<file path="src/rtl/mips_control_fsm_v2.sv">
// Multicycle MIPS-style control FSM. Memory handshakes have a wait timeout, IN/OUT handshakes block,
// and faults are sticky. Datapath controls are decoded from the registered state.
module mips_control_fsm_v2 #(
  parameter int OPCODE_W   = 5,
  parameter int ALUOP_W    = 3,
  parameter int WAIT_LIMIT = 15,
  parameter int CNT_W      = 4
) (
  input  logic                CLK,
  input  logic                Reset_n,
  input  logic [OPCODE_W-1:0] Opcode,
  input  logic                MemReady,
  input  logic                InValid,
  input  logic                OutReady,
  output logic [ALUOP_W-1:0]  ALUOp,
  output logic                SrcA,
  output logic [1:0]          SrcB,
  output logic [1:0]          MemtoReg,
  output logic [1:0]          RegDest,
  output logic                RegWrite,
  output logic                MemRead,
  output logic                MemWrite,
  output logic                IRWrite,
  output logic                PCWrite,
  output logic                MemSrc,
  output logic [1:0]          PCSrc,
  output logic                BranchEn,
  output logic                BranchCond,
  output logic                OutputWrite,
  output logic [1:0]          Fault,
  output logic [4:0]          State
);

  typedef enum logic [4:0] {
    S_RST = 5'd0, S_FETCH = 5'd1, S_DECODE = 5'd2, S_REXEC = 5'd3, S_RWB = 5'd4,
    S_MADDR = 5'd5, S_LW = 5'd6, S_LWB = 5'd7, S_SW = 5'd8, S_IMM = 5'd9, S_IWB = 5'd10,
    S_JAL = 5'd11, S_JR = 5'd12, S_J = 5'd13, S_BEQ = 5'd14, S_BNE = 5'd15,
    S_IN = 5'd16, S_OUT = 5'd17, S_FAULT = 5'd18
  } state_t;

  localparam logic [CNT_W-1:0] LIMIT = CNT_W'(WAIT_LIMIT);

  state_t           state;
  logic [CNT_W-1:0] wait_cnt;
  logic [1:0]       fault;
  logic             timeout_hit;
  logic [CNT_W-1:0] cnt_inc;
  logic             op_hi_zero;
  logic [4:0]       op5;

  assign op5         = Opcode[4:0];
  assign op_hi_zero  = ((Opcode >> 5) == '0);
  assign timeout_hit = (WAIT_LIMIT != 0) && (wait_cnt == LIMIT);
  assign cnt_inc     = (wait_cnt == LIMIT) ? wait_cnt : wait_cnt + CNT_W'(1);

  // wait_cnt defaults to clear, so any entry into FETCH/LW/SW starts from zero
  always_ff @(posedge CLK or negedge Reset_n) begin
    if (!Reset_n) begin
      state    <= S_RST;
      wait_cnt <= '0;
      fault    <= 2'b00;
    end else begin
      wait_cnt <= '0;
      case (state)
        S_RST:   state <= S_FETCH;
        S_FETCH, S_LW, S_SW: begin
          if (MemReady) begin
            if (state == S_FETCH)   state <= S_DECODE;
            else if (state == S_LW) state <= S_LWB;
            else                    state <= S_FETCH;
          end else if (timeout_hit) begin
            state <= S_FAULT;
            fault <= 2'b01;
          end else begin
            wait_cnt <= cnt_inc;
          end
        end
        S_DECODE: begin
          if (!op_hi_zero) begin
            state <= S_FAULT;
            fault <= 2'b10;
          end else begin
            case (op5)
              5'h00, 5'h01, 5'h02, 5'h03: state <= S_REXEC;
              5'h04, 5'h05, 5'h06, 5'h07: state <= S_IMM;
              5'h08, 5'h09:               state <= S_MADDR;
              5'h0A:                      state <= S_JAL;
              5'h0B:                      state <= S_JR;
              5'h0C:                      state <= S_J;
              5'h0D:                      state <= S_BEQ;
              5'h0E:                      state <= S_BNE;
              5'h10:                      state <= S_IN;
              5'h11:                      state <= S_OUT;
              default: begin
                state <= S_FAULT;
                fault <= 2'b10;
              end
            endcase
          end
        end
        S_REXEC: state <= S_RWB;
        S_IMM:   state <= S_IWB;
        S_MADDR: state <= Opcode[0] ? S_SW : S_LW;
        S_RWB, S_LWB, S_IWB, S_JAL, S_JR, S_J, S_BEQ, S_BNE: state <= S_FETCH;
        S_IN:    if (InValid)  state <= S_FETCH;
        S_OUT:   if (OutReady) state <= S_FETCH;
        S_FAULT: state <= S_FAULT;
        default: begin
          state <= S_FAULT;
          fault <= 2'b10;
        end
      endcase
    end
  end

  always_comb begin
    ALUOp       = '0;
    SrcA        = 1'b0;
    SrcB        = 2'd0;
    MemtoReg    = 2'd0;
    RegDest     = 2'd0;
    RegWrite    = 1'b0;
    MemRead     = 1'b0;
    MemWrite    = 1'b0;
    IRWrite     = 1'b0;
    PCWrite     = 1'b0;
    MemSrc      = 1'b0;
    PCSrc       = 2'd0;
    BranchEn    = 1'b0;
    BranchCond  = 1'b0;
    OutputWrite = 1'b0;
    case (state)
      S_FETCH: begin
        MemRead = 1'b1;
        SrcB    = 2'd1;
        ALUOp   = ALUOP_W'(3'b010);
        IRWrite = MemReady;
        PCWrite = MemReady;
      end
      S_DECODE: begin
        SrcB  = 2'd3;
        ALUOp = ALUOP_W'(3'b010);
      end
      S_REXEC: begin
        SrcA  = 1'b1;
        ALUOp = ALUOP_W'({1'b1, Opcode[1:0]});
      end
      S_RWB: begin
        RegWrite = 1'b1;
        MemtoReg = 2'd1;
        RegDest  = 2'd1;
      end
      S_IMM: begin
        SrcA  = 1'b1;
        SrcB  = 2'd2;
        ALUOp = ALUOP_W'({1'b1, Opcode[1:0]});
      end
      S_IWB: begin
        RegWrite = 1'b1;
        MemtoReg = 2'd1;
      end
      S_MADDR: begin
        SrcA  = 1'b1;
        SrcB  = 2'd2;
        ALUOp = ALUOP_W'(3'b010);
      end
      S_LW: begin
        MemRead = 1'b1;
        MemSrc  = 1'b1;
      end
      S_LWB: RegWrite = 1'b1;
      S_SW: begin
        MemWrite = 1'b1;
        MemSrc   = 1'b1;
      end
      S_JAL: begin
        RegWrite = 1'b1;
        MemtoReg = 2'd3;
        RegDest  = 2'd2;
        PCWrite  = 1'b1;
        PCSrc    = 2'd1;
      end
      S_JR: begin
        PCWrite = 1'b1;
        PCSrc   = 2'd2;
      end
      S_J: begin
        PCWrite = 1'b1;
        PCSrc   = 2'd1;
      end
      S_BEQ, S_BNE: begin
        SrcA       = 1'b1;
        ALUOp      = ALUOP_W'(3'b011);
        PCSrc      = 2'd3;
        BranchEn   = 1'b1;
        BranchCond = (state == S_BEQ);
      end
      S_IN: begin
        RegWrite = InValid;
        MemtoReg = 2'd2;
      end
      S_OUT: OutputWrite = 1'b1;
      default: ;
    endcase
  end

  assign Fault = fault;
  assign State = state;

endmodule
</file>
<file path="config.mk">
export PLATFORM = sky130hd
export DESIGN_NAME = mips_control_fsm_v2
export DESIGN_NICKNAME = d
export VERILOG_FILES = /design/src/rtl/mips_control_fsm_v2.sv
export SDC_FILE = /design/constraint.sdc
export NUM_CORES = 1
export LEC_CHECK = 0
export CORE_AREA = 3 3 69 52
export DETAILED_ROUTE_END_ITERATION = 8
export DIE_AREA = 0 0 72 55
export GPL_ROUTABILITY_DRIVEN = 0
export GPL_TIMING_DRIVEN = 1
export HOLD_SLACK_MARGIN = 0.02
export PLACE_DENSITY_LB_ADDON = 0.2
export REMOVE_ABC_BUFFERS = 1
export SYNTH_ARGS = -nofsm -noshare
export SYNTH_HDL_FRONTEND = slang
export SYNTH_SLANG_ARGS = --single-unit
</file>
<file path="constraint.sdc">
create_clock -name CLK -period 1.7 [get_ports CLK]
set_clock_uncertainty 0.1 [all_clocks]
set_input_delay 0.34 -clock CLK [delete_from_list [all_inputs] [get_ports CLK]]
set_output_delay 0.34 -clock CLK [all_outputs]
set_load 0.01 [all_outputs]
</file>
==> impl_metrics.py <==
metrics = {
    "hold_path": {
        "hold_class": "input port to asynchronous set/reset pin",
    },
    "run": {
        "max_cap_violations": 0,
    },
    "detailed_routing": {
        "avgRoutedWirePerCell_um": 21.3,
        "viasPerCell": 6.14,
        "drcViolationCount": 0,
        "first_pass_iters": 5,
        "first_iter_violations": 172,
        "via_count": 1927,
        "ant_nets": 0,
        "routed_wl_um": 6700,
    },
    "pwr": {
        "p_sw_w": 0.00199,
        "power.density_mw_per_mm2": 1650,
        "power_frac_clock_pct": 6.4,
        "peakVddDrop_mv": 0.830,
        "p_seq_share_pct": 10.7,
        "p_comb_share_pct": 82.9,
        "power.leakage_nw": 1.16,
        "intPower_w": 0.00222,
        "swShare_pct": 47.2,
        "power_w": 0.00421,
    },
    "placement": {
        "hpwlAfterDp_um": 3290,
        "dp_slack_ns": -0.528,
        "port_buffers": 37,
    },
    "critical_path": {
        "worstPathArrival_ns": 1.68,
        "critPathMaxFanout": 5,
        "crit_type": "flip-flop to primary output",
        "crit_required_ns": 1.26,
        "timing.rr.start": "State[0]$_DFFE_PN0P_",
        "cp-startpoint": "State[1]$_DFFE_PN0P_",
        "cp-start-kind": "flip-flop",
        "crit_path_end_kind": "primary output",
    },
    "sta": {
        "rsz0062_at_grt": "true",
        "fin_crit_sh_pct": 125,
        "finalSetupViolations": 32,
        "worst_pin_slew_ns": 0.539,
        "hold_violations": 0,
        "drv_slew": 0,
        "layout_min_cycle_time_ns": 2.12,
        "fin_worst_hold_slack_ns": 0.350,
        "max_freq_ghz": 0.472,
        "worst_slack_ns": -0.421,
        "slew_headroom_pct": 63.9,
    },
    "outcome": {
        "violations": "negative setup slack",
        "status": "complete, but fails checks",
    },
    "synth": {
        "synth_ff_type": "dfrtp_1",
        "yosysSeqAreaShare_pct": 22.6,
        "netlist_instances": 175,
        "async_flop_share_pct": 100,
        "synth_edf_count": 0,
        "yosys_warnings": 0,
        "syn_avg_cell_area_sq_um": 6.96,
        "synthesis.area_sq_mm": 0.00122,
        "synth-seq-cells": 11,
        "yosysUniqueCellTypes": 48,
    },
    "grt": {
        "grt_pass1_vias": 1629,
        "antenna_found_initial": 0,
        "grt-ovfl-total": 0,
        "grt_max_degree": 13,
        "grt_pass1_wl_um": 7940,
        "grt_usage_pct": 25.9,
    },
    "floorplanning": {
        "die_area_sq_mm": 0.00396,
        "core_sq_mm": 0.00304,
        "dieWidth_um": 72,
        "placementRows": 17,
        "die_h_um": 55,
        "ioPinCount": 38,
        "initial_core_util_pct": 40.1,
    },
    "cts": {
        "root_buffer": "clkbuf_8",
        "hold_buffers": 0,
        "clk_pin_slew_ns": 0.05,
        "clock_sinks": 11,
        "worst_skew_pair.late_latency_ns": 0.24,
        "clockBufferDepth": 2,
        "cts_tree": "yes",
        "cts_buffers": 3,
        "htree_num_levels": 1,
    },
    "layout": {
        "final_common_cell": "buf_4",
        "drive_gt1_share_pct": 61.2,
        "register_area_sq_um": 282,
        "multi_input_area_sq_mm": 0.00118,
        "layout.nets": 288,
        "nFillCells": 154,
        "area_delta_synth_final_pct": 109,
        "final_cell_mix": "48 x buf_4, 25 x buf_6, 19 x buf_2, 15 x nor2_1, 11 x clkdlybuf4s50_1",
        "diodes": 0,
    },
}
[per-stage QoR]
step                      util (%)  instances  setup TNS, ns  cell area, sq um
final                         83.9        314          -7.34              2550
after global routing          83.9        314          -8.72              2550
after CTS                     72.0        298          -4.50              2190
after detailed placement      63.3        282         -11.60              1920
after global placement        63.3        282         -10.63              1920
after floorplan                  -        159          -4.23              1130
[flip-flops by register name, summed over array words and instances, names as in the netlist]
name	cells
Fault	2
wait_cnt	4
State	5
[per-layer routing]
| metal | up-vias | wire [um] | GRT usage, % |
|---|---|---|---|
| met3 | 27 | 568 | 3.79 |
| li1 | 828 | - | - |
| met4 | 0 | 192 | 6.56 |
| met2 | 139 | 3380 | 47.6 |
| met1 | 933 | 2560 | 32.5 |
| met5 | - | 0 | 0 |
[critical path, stage by stage, from the launching register on]
cell and delay, ns:
dfrtp_2 0.45, buf_4 0.16, buf_4 0.13, nor2_4 0.10
a21oi_2 0.08, nor3_2 0.17, a21oi_1 0.10, nor2_1 0.10
buf_2 0.14
[kinds of logic (layout without fill, tap and decap cells)]
| group | Yosys count | in the layout | share of synthesized area [%] |
|---|---|---|---|
| flip-flops | 11 | 11 | 22.6 |
| AO/OA/AOI/OAI | 55 | 55 | 27.8 |
| buffers and inverters | 21 | 122 | 8.52 |
| AND/OR/NAND/NOR | 80 | 80 | 34.6 |
| multiplexers | 3 | 3 | 2.57 |
| XOR/XNOR | 4 | 4 | 2.88 |
| adder cells (fa/ha/maj) | 1 | 1 | 1.03 |
[cell type report]
| cell class | count | area share (%) |
|---|---|---|
| Clock buffer | 4 | 1.76 |
| Inverter | 5 | 0.833 |
| Multi-Input combinational cell | 143 | 46.3 |
| Sequential cell | 11 | 11.0 |
| Tap cell | 38 | 1.86 |
| Timing Repair Buffer | 113 | 38.2 |
[power groups by stage]
stage / Clock (W) / Combinational, W / Sequential, W
floorplan: 0 / 0.000821 / 0.000573
global placement: 0 / 0.00213 / 0.000440
detailed placement: 0 / 0.00219 / 0.000442
CTS: 0.000261 / 0.00265 / 0.000435
global route: 0.000283 / 0.00362 / 0.000455
finish: 0.000270 / 0.00349 / 0.000452
[repair_timing]
| action | 4_1_cts | 5_1_grt |
|---|---|---|
| buffers inserted | 12 | 17 |
| gates resized for setup | 145 | 80 |
| gates cloned | 1 | 0 |
| pin swaps | 10 | 22 |
| endpoints found under the setup margin | 35 | 34 |
[Yosys cell counts, types with 4 or more instances]
cell | instances | area (sq um)
a21oi_1 | 15 | 75.1
a31oi_1 | 4 | 25.0
and3_1 | 4 | 25.0
buf_2 | 4 | 20.0
clkbuf_1 | 6 | 22.5
dfrtp_1 | 11 | 275
inv_1 | 5 | 18.8
nand2_1 | 9 | 33.8
nand2b_1 | 5 | 31.3
nand3_1 | 5 | 25.0
nor2_1 | 26 | 97.6
nor2b_1 | 4 | 25.0
nor3_1 | 9 | 45.0
o21ai_0 | 18 | 90.1
[path summary, 6_finish.rpt]
path | slack [ns] | cells past startpoint | to
min | 0.35 | 1 | wait_cnt[0]$_DFF_PN0_
min reg2reg | 0.43 | 1 | Fault[0]$_DFFE_PN0P_
max in group asynchronous | 0.76 | 1 | State[3]$_DFFE_PN0P_
max reg2reg | -0.32 | 8 | State[1]$_DFFE_PN0P_
max | -0.42 | 8 | PCWrite
min in group CLK | 0.43 | 1 | Fault[0]$_DFFE_PN0P_
(Power assumes the default switching activity.)
